$ cat src/rtl/loopback_tx_gen.sv
// Transmit-side pattern source for the loopback BER path: PRBS7/15/31 or a
// fixed repeating word, with periodic bit-error injection and TX counters.
module loopback_tx_gen #(
  parameter int n_pat    = 16,
  parameter int n_period = 16
) (
  input  logic                clk,
  input  logic                rstb,
  input  logic [1:0]          mode,
  input  logic [1:0]          pat_sel,
  input  logic [30:0]         seed,
  input  logic [n_pat-1:0]    fixed_pat,
  input  logic [n_period-1:0] err_period,
  output logic                data_tx,
  output logic                tx_valid,
  output logic [63:0]         total_bits,
  output logic [63:0]         err_bits
);

  localparam int PTR_W = (n_pat > 1) ? $clog2(n_pat) : 1;
  localparam logic [1:0] MODE_RESET = 2'b00;
  localparam logic [1:0] SEL_PRBS7  = 2'b00;
  localparam logic [1:0] SEL_PRBS15 = 2'b01;
  localparam logic [1:0] SEL_PRBS31 = 2'b10;

  // LOADED means the pattern settings and LFSR have been latched at least
  // once since reset; until then every edge behaves as IDLE.
  typedef enum logic {ST_UNLOADED, ST_LOADED} state_t;

  state_t              st_q, st_d;
  logic [30:0]         lfsr_q, lfsr_d, seed_m;
  logic [PTR_W-1:0]    ptr_q, ptr_d;
  logic [n_period-1:0] cnt_q, cnt_d;
  logic [1:0]          sel_q, sel_d;
  logic [n_pat-1:0]    pat_q, pat_d;
  logic [63:0]         tot_d, err_d;
  logic                data_d, valid_d;
  logic                run, test, raw, inj;

  assign run  = (st_q == ST_LOADED) && (mode != MODE_RESET);
  assign test = run && mode[1];

  always_comb begin
    st_d    = ST_LOADED;
    lfsr_d  = lfsr_q;
    ptr_d   = ptr_q;
    cnt_d   = cnt_q;
    sel_d   = sel_q;
    pat_d   = pat_q;
    tot_d   = total_bits;
    err_d   = err_bits;
    valid_d = 1'b0;
    raw     = 1'b0;
    inj     = 1'b0;
    seed_m  = seed;

    if (!run) begin
      sel_d = pat_sel;
      pat_d = fixed_pat;
      case (pat_sel)
        SEL_PRBS7:  seed_m = {24'd0, seed[6:0]};
        SEL_PRBS15: seed_m = {16'd0, seed[14:0]};
        default:    seed_m = seed;
      endcase
      // An all-zero LFSR would lock up, so substitute 1.
      lfsr_d = (seed_m == 31'd0) ? 31'd1 : seed_m;
      ptr_d  = '0;
      cnt_d  = '0;
      tot_d  = '0;
      err_d  = '0;
    end else begin
      valid_d = 1'b1;
      case (sel_q)
        SEL_PRBS7: begin
          raw    = lfsr_q[6];
          lfsr_d = {24'd0, lfsr_q[5:0], lfsr_q[6] ^ lfsr_q[5]};
        end
        SEL_PRBS15: begin
          raw    = lfsr_q[14];
          lfsr_d = {16'd0, lfsr_q[13:0], lfsr_q[14] ^ lfsr_q[13]};
        end
        SEL_PRBS31: begin
          raw    = lfsr_q[30];
          lfsr_d = {lfsr_q[29:0], lfsr_q[30] ^ lfsr_q[27]};
        end
        default: begin
          raw   = pat_q[ptr_q];
          ptr_d = (ptr_q == PTR_W'(n_pat - 1)) ? '0 : ptr_q + 1'b1;
        end
      endcase

      if (test) begin
        tot_d = total_bits + 64'd1;
        // >= rather than == so a period shrunk below cnt fires on the next bit.
        if (err_period == '0) begin
          cnt_d = '0;
        end else if (cnt_q >= err_period - 1'b1) begin
          inj   = 1'b1;
          cnt_d = '0;
          err_d = err_bits + 64'd1;
        end else begin
          cnt_d = cnt_q + 1'b1;
        end
      end else begin
        cnt_d = '0;
      end
    end
    data_d = raw ^ inj;
  end

  always_ff @(posedge clk or negedge rstb) begin
    if (!rstb) begin
      st_q       <= ST_UNLOADED;
      lfsr_q     <= 31'd1;
      ptr_q      <= '0;
      cnt_q      <= '0;
      sel_q      <= 2'b00;
      pat_q      <= '0;
      total_bits <= '0;
      err_bits   <= '0;
      data_tx    <= 1'b0;
      tx_valid   <= 1'b0;
    end else begin
      st_q       <= st_d;
      lfsr_q     <= lfsr_d;
      ptr_q      <= ptr_d;
      cnt_q      <= cnt_d;
      sel_q      <= sel_d;
      pat_q      <= pat_d;
      total_bits <= tot_d;
      err_bits   <= err_d;
      data_tx    <= data_d;
      tx_valid   <= valid_d;
    end
  end

endmodule
$ cat config.mk
export PLATFORM = sky130hd
export DESIGN_NAME = loopback_tx_gen
export DESIGN_NICKNAME = d
export VERILOG_FILES = /design/src/rtl/loopback_tx_gen.sv
export SDC_FILE = /design/constraint.sdc
export NUM_CORES = 1
export LEC_CHECK = 0
export ABC_AREA = 0
export CORE_UTILIZATION = 58
export DETAILED_ROUTE_END_ITERATION = 12
export PLACE_DENSITY_LB_ADDON = 0.12
export SLEW_MARGIN = 30
export SYNTH_ARGS = -nofsm -noshare
export SYNTH_HDL_FRONTEND = slang
export SYNTH_SLANG_ARGS = --single-unit
$ cat constraint.sdc
create_clock -name clk -period 8.1 [get_ports clk]
set_input_delay 0.81 -clock clk [delete_from_list [all_inputs] [get_ports clk]]
set_output_delay 0.81 -clock clk [all_outputs]
set_load 0.005 [all_outputs]
# Word level (Yosys, flattened, before mapping)
# Index checks and enable logic that the tools add are counted.
totals:
  reg_bits: 200
  latch_bits: 0
  mem_bits_rw: 0
  rom_bits: 0
  inputBits: 69
  out_inout_bits: 130
  wordCells: 66
  mem_count: 0
op_classes:
  addsub: 5
  n_mul: 0
  n_div: 0
  magnitude_cmp: 2
  n_eq_ne: 9
  shift: 0
  muxes: 27
  n_bitwise: 4
  n_reduce_logical: 9
op_table:
  columns: ["op", "count"]
  rows:
  - ["64-bit 2-to-1 mux", 6]
  - ["64-bit by 1-bit adder with 64-bit output (second input constant)", 2]
  - ["31-bit 2-to-1 mux", 3]
  - ["31-bit case mux with 3 select lines", 1]
  - ["16-bit 2-to-1 mux", 4]
  - ["31-bit case mux with 2 select lines", 1]
  - ["31-bit logical NOT", 1]
  - ["16-bit by 1-bit adder with 16-bit output (second input constant)", 1]
  - ["16-bit >= comparator", 1]
  - ["16-bit logical NOT", 1]
  - ["16-bit by 1-bit subtractor with 16-bit output (second input constant)", 1]
  - ["4-bit 2-to-1 mux", 3]
  - ["1-bit 2-to-1 mux", 7]
  - ["2-bit != test (second input constant)", 3]
  - ["4-bit by 5-bit < comparator with 1-bit output (second input constant)", 1]
  - ["4-bit by 1-bit adder with 4-bit output (second input constant)", 1]
  - ["1-bit binary-select mux with 4-bit select", 1]
  - ["2-bit by 1-bit == test with 1-bit output (second input constant)", 2]
  - ["4-bit == test (second input constant)", 1]
  - ["2-bit logical NOT", 2]
  - ["4-bit by 1-bit != test with 1-bit output (second input constant)", 1]
  - ["1-bit XOR", 4]
  - ["1-bit case mux with 3 select lines", 1]
  - ["3-bit AND reduction", 1]
  - ["other kinds (5)", 6]

# Logic depth before layout (Yosys ltp)
logic_depth:
  ltp_word: 7
  depth_mapped: 15
  mapped_depth_nobuf: 13

# Worst setup path after synthesis
# Ideal clock, no wire load.
synth_timing:
  path_type: "input port to flip-flop"
  from: "in err_period[5]"
  to: "reg err_bits[17]"
  setup_ps: 126
  arrival_ps: 4458
  t_required_ps: 7974
  setup_slack_ps: 3517
  path_stages: 14
  path_buffers: 2
  cell_sequence: "nor4_1 > nor4b_1 > nand2_1 > nor4_1 > xnor2_1 > ha_1 > nand4_1 > or3b_1 > or4_1 > and4_1 > clkbuf_1 > or2_2 > clkbuf_1 > a221o_1"
synth_via:
  elab_chain_cells: 4
  elab_cells_between_ends: 6
  classes_between: "1 x add/sub; 1 x order compare; 2 x eq/ne; 2 x reduce/logical"
synth_lines:
  columns: ["item", "line", "text"]
  rows:
  - ["start: declaration", "13", "input logic [n_period-1:0] err_period,"]
  - ["16-bit by 1-bit subtractor with 16-bit output", "97", "end else if (cnt_q >= err_period - 1'b1) begin"]
  - ["16-bit >= comparator", "97", null]
  - ["2-bit by 1-bit != test with 1-bit output (no source line)", null, null]
  - ["3-bit AND reduction (no source line) *", null, null]
  - ["end signal: assignment", "131", "err_bits <= err_d;"]
  - ["end: declaration", "17", "output logic [63:0] err_bits"]
# Mark *: on every way between the ends. The rest lies on a longest branch, timed or not.
# A chain may end at the register's enable or synchronous reset.

# Worst setup path in the final report
layout_timing:
  from: "in err_period[4]"
  to: "reg err_bits[49]"
# The elaborated chain is that of the path after synthesis.

==> impl_summary.txt <==
----------------------------------------------------
[Cells and area]
  Share of final-layout standard cells stronger than drive strength 1 ... 5.183%
  Non-filler instance count after layout ... ~1800
  Final instance area ... 14310 um2
  Total number of nets in the final design ... 1586
  N_diodes ... 0
  Layout area overhead ... 24.03%

[Setup path]
  CP Buf/Inv Count ... 2
  Critical Path Most Common Cell ... sky130_fd_sc_hd__nor4_1
  Maximum fanout along the worst path ... 41
  Required time of the worst setup path ... 8.40 ns
  Launch point of the critical path ... err_period[4]
  Slowest cell on the critical path ... sky130_fd_sc_hd__nor4b_1
  Element type at the critical path end ... register
  Sort of element at the start of the critical path ... primary input
  Stages on the worst setup path ... 14
  Startpoint of the worst register-to-register path ... err_bits[0]
  Worst EP arrival ... 5.68 ns
  Crit-path cells ... clkdlybuf4s50_1 > nor4_1 > nor4b_1 > nand2_1 > nor4_1 > xnor2_1 > ha_1 > nand4_1 > or3b_1 > or4_1 > and4_1 > nor2_4 > buf_4 > a31oi_1
  Family of cells with the greatest summed delay on the critical path ... simple AND/OR/NAND/NOR gates
  R2r worst-path depth ... 7
  Slowest stage delay, CP ... 0.71 ns
  Setup CP Type ... in2reg

[Timing]
  Fin Setup TNS ... 0 ns
  Maximum clock frequency ... 185.9 MHz
  Final critical-path share of the clock period ... 66.41%
  Worst Hold Slack ... 0.2471 ns
  Post-layout min period ... 5.379 ns
  RSZ-0062 raised after global routing ... false
  Count of final setup violators ... 0
  Worst slew slack as a fraction of its limit ... 38.79%
  Final Max Slew Viols ... 0
  Final hold violations ... 0
  Worst Tran Pin Value ... 0.9106 ns
  Final setup skew ... around 0.016 ns

[Yosys]
  Post-Syn Area per Cell ... 8.596 um2
  Area leader, netlist ... sky130_fd_sc_hd__dfrtp_1
  Leading cell type by number of instances after synthesis ... sky130_fd_sc_hd__dfrtp_1
  Most common flop cell mapped by yosys ... sky130_fd_sc_hd__dfrtp_1
  Post-Syn Nets ... 1436
  Leading post-synthesis cells by instance count ... sky130_fd_sc_hd__dfrtp_1, sky130_fd_sc_hd__nand2_1, sky130_fd_sc_hd__a31oi_1
  Synthesized instance count ... 1342
  Total standard cell area after synthesis ... 11540 um2
  Part of the Yosys area used for sequential elements ... 43.39%
  Share of synthesized flip-flops with an asynchronous set or reset ... 100.0%
  Share of Yosys cell area claimed by the top area cell type ... 43.17%
  Number of different library cells in the post-synthesis netlist ... 59
  Top area cells in the synthesized netlist ... sky130_fd_sc_hd__dfrtp_1, sky130_fd_sc_hd__a31oi_1, sky130_fd_sc_hd__nand2_1
  Number of synthesized register bits ... 200
  Post-synth EDFFs ... 0
  Synth warnings ... 0

[Clock network]
  Clock buffer depth ... 2
  Number of sinks handled by clock tree synthesis ... 200
  # H-tree levels ... 4
  Post-CTS Resized ... 0
  Clock-pin slew on the worst setup and hold paths ... 0.08 ns
  Clock Latency Late Sink ... 0.44 ns
  Total setup buffers inserted after CTS ... 0
  Cell at the root of the clock tree ... sky130_fd_sc_hd__clkbuf_16
  Number of buffers created by CTS ... 17
  Hold bufs inserted after CTS ... 0
  CTS tree ... built

[Floorplanning]
  Number of rows created at floorplan ... 51
  Die height ... 143.0 um
  Number of primary I/O pins ... between 150 and 200
  Area of the placeable core ... 19460 um2
  Full die area ... 20460 um2
  Effective utilization at floorplan ... 59.27%
  Die Wd ... 143.0 um

[Placed design]
  Placed insts ... ~1700
  Total half-perimeter wirelength after legalization and detailed placement ... about 21000 um
  Port Buffers ... 198
  Routability congestion estimate ... 0.8779
  Cell area reported after detailed placement ... 13700 um2

[Route]
  Number of violations reported at the end of detailed-routing iteration 0 ... 1199
  Vias/cell ... between 6 and 7
  DR WL/cell ... 18.29 um
  Vias ... between 10000 and 15000
  Final Routed Wirelength ... 32370 um
  Post-detailed-route count of antenna-violating nets ... 0
  Length of the first detailed-routing pass in iterations ... 7
  DRC violations left ... 0

[Global routing]
  Total overflow reported by the global router ... 0
  First-pass GRT wire length ... 52360 um
  Vias in the first global route ... around 11000
  Largest net degree at the start of global routing ... 117
  Number of antenna violations at the first check in global routing ... 0
  Aggregate global-route resource usage ... around a third

[Power]
  Final total power ... ~0.0022 W
  Max IR drop VDD ... around 0.15 mV
  Static leakage ... between 5 and 6 nW
  Power density over cell area ... roughly 150 nW/um2

[Outcome]
  Result of the run ... completed

[Worst hold path]
  Type of the worst min-delay path ... in2async

[Run]
  Max-cap viol count ... 0

----------------------------------------------------
==> per-stage QoR <==
stage                     utilization (%)  setup WS [ns]
after CTS                           73.37          2.806
final                               73.52          2.721
after detailed placement            70.39          2.426
after global placement              70.34          2.619
after floorplan                         -          3.517
after global routing                73.52          2.509
==> cell families (layout without fill, tap and decap cells) <==
logic type / after synthesis / after routing / share of synthesized area, %
fa+ha+maj: 25 / 25 / 2.711
mux: 7 / 7 / 1.150
other cells: 1 / 1 / 0.03251
buf+inv: 131 / 294 / 4.273
xor+xnor: 34 / 34 / 2.581
simple gates: 592 / 592 / 26.64
compound gates: 352 / 352 / 19.22
flops: 200 / 200 / 43.39
==> worst reg2reg max path, delay by kind of cell (launching register included) <==
kind          cells  cell delay (ns)
mux               1             0.21
fa+ha+maj         1             0.29
simple gates      5             2.27
flops             1             0.53
==> power by group <==
group / leakage (nW) / internal [W] / switching [W]
Clock: 0.278 / 0.000414 / 0.000437
Sequential: 2.70 / 0.00104 / 0.0000337
Combinational: 2.65 / 0.000111 / 0.000147
Total: 5.63 / 0.00156 / 0.000617
==> worst paths after layout <==
| check | end | slack [ns] |
|---|---|---|
| worst min register to register | pat_q[8] | 0.47 |
| worst min-delay path | cnt_q[5] | 0.25 |
| min in group clk | pat_q[8] | 0.47 |
| worst max register to register | err_bits[62] | 4.75 |
| worst max-delay path | err_bits[49] | 2.72 |
| max in group asynchronous | lfsr_q[14] | 6.39 |
==> routing by layer <==
metal	vias up	share of wire, %	GRT usage, %
met5	-	0	0
met4	0	2.1	11.49
met3	62	7.6	5.097
met2	555	48	50.24
met1	5493	43	44.60
li1	5359	-	-
==> final cells by class <==
class	instances	area, um2
fillers	1473	5154
clock buffers	17	425.4
well taps	265	331.6
clock inverters	15	155.1
multi-input cells	1011	6083
flip-flops and latches	200	5006
repair buffers	213	2123
inverters	49	183.9
==> flip-flops by register name, summed over array words and instances (netlist names) <==
signal      cells
data_tx         1
err_bits       64
pat_q          16
total_bits     64
st_q            1
cnt_q          16
ptr_q           4
lfsr_q         31
tx_valid        1
sel_q           2
==> cell usage in the layout, fill, tap and decap left out, types with 18 or more instances in the layout <==
cell / synthesis / routed
sky130_fd_sc_hd__dfrtp_1: 199 / 199
sky130_fd_sc_hd__a21oi_1: 49 / 48
sky130_fd_sc_hd__nand4_1: 54 / 54
sky130_fd_sc_hd__nor3_1: 29 / 28
sky130_fd_sc_hd__clkdlybuf4s50_1: 0 / 197
sky130_fd_sc_hd__nand3_1: 95 / 94
sky130_fd_sc_hd__ha_1: 25 / 25
sky130_fd_sc_hd__xor2_1: 18 / 18
sky130_fd_sc_hd__nor4_1: 23 / 23
sky130_fd_sc_hd__a31oi_1: 108 / 108
sky130_fd_sc_hd__nor2_1: 80 / 78
sky130_fd_sc_hd__or3_1: 35 / 35
sky130_fd_sc_hd__o21ai_0: 105 / 105
sky130_fd_sc_hd__inv_1: 48 / 48
sky130_fd_sc_hd__and3_1: 49 / 49
sky130_fd_sc_hd__and4_1: 18 / 18
sky130_fd_sc_hd__nand2_1: 156 / 155
No activity file was read; power rests on OpenSTA's default activity.
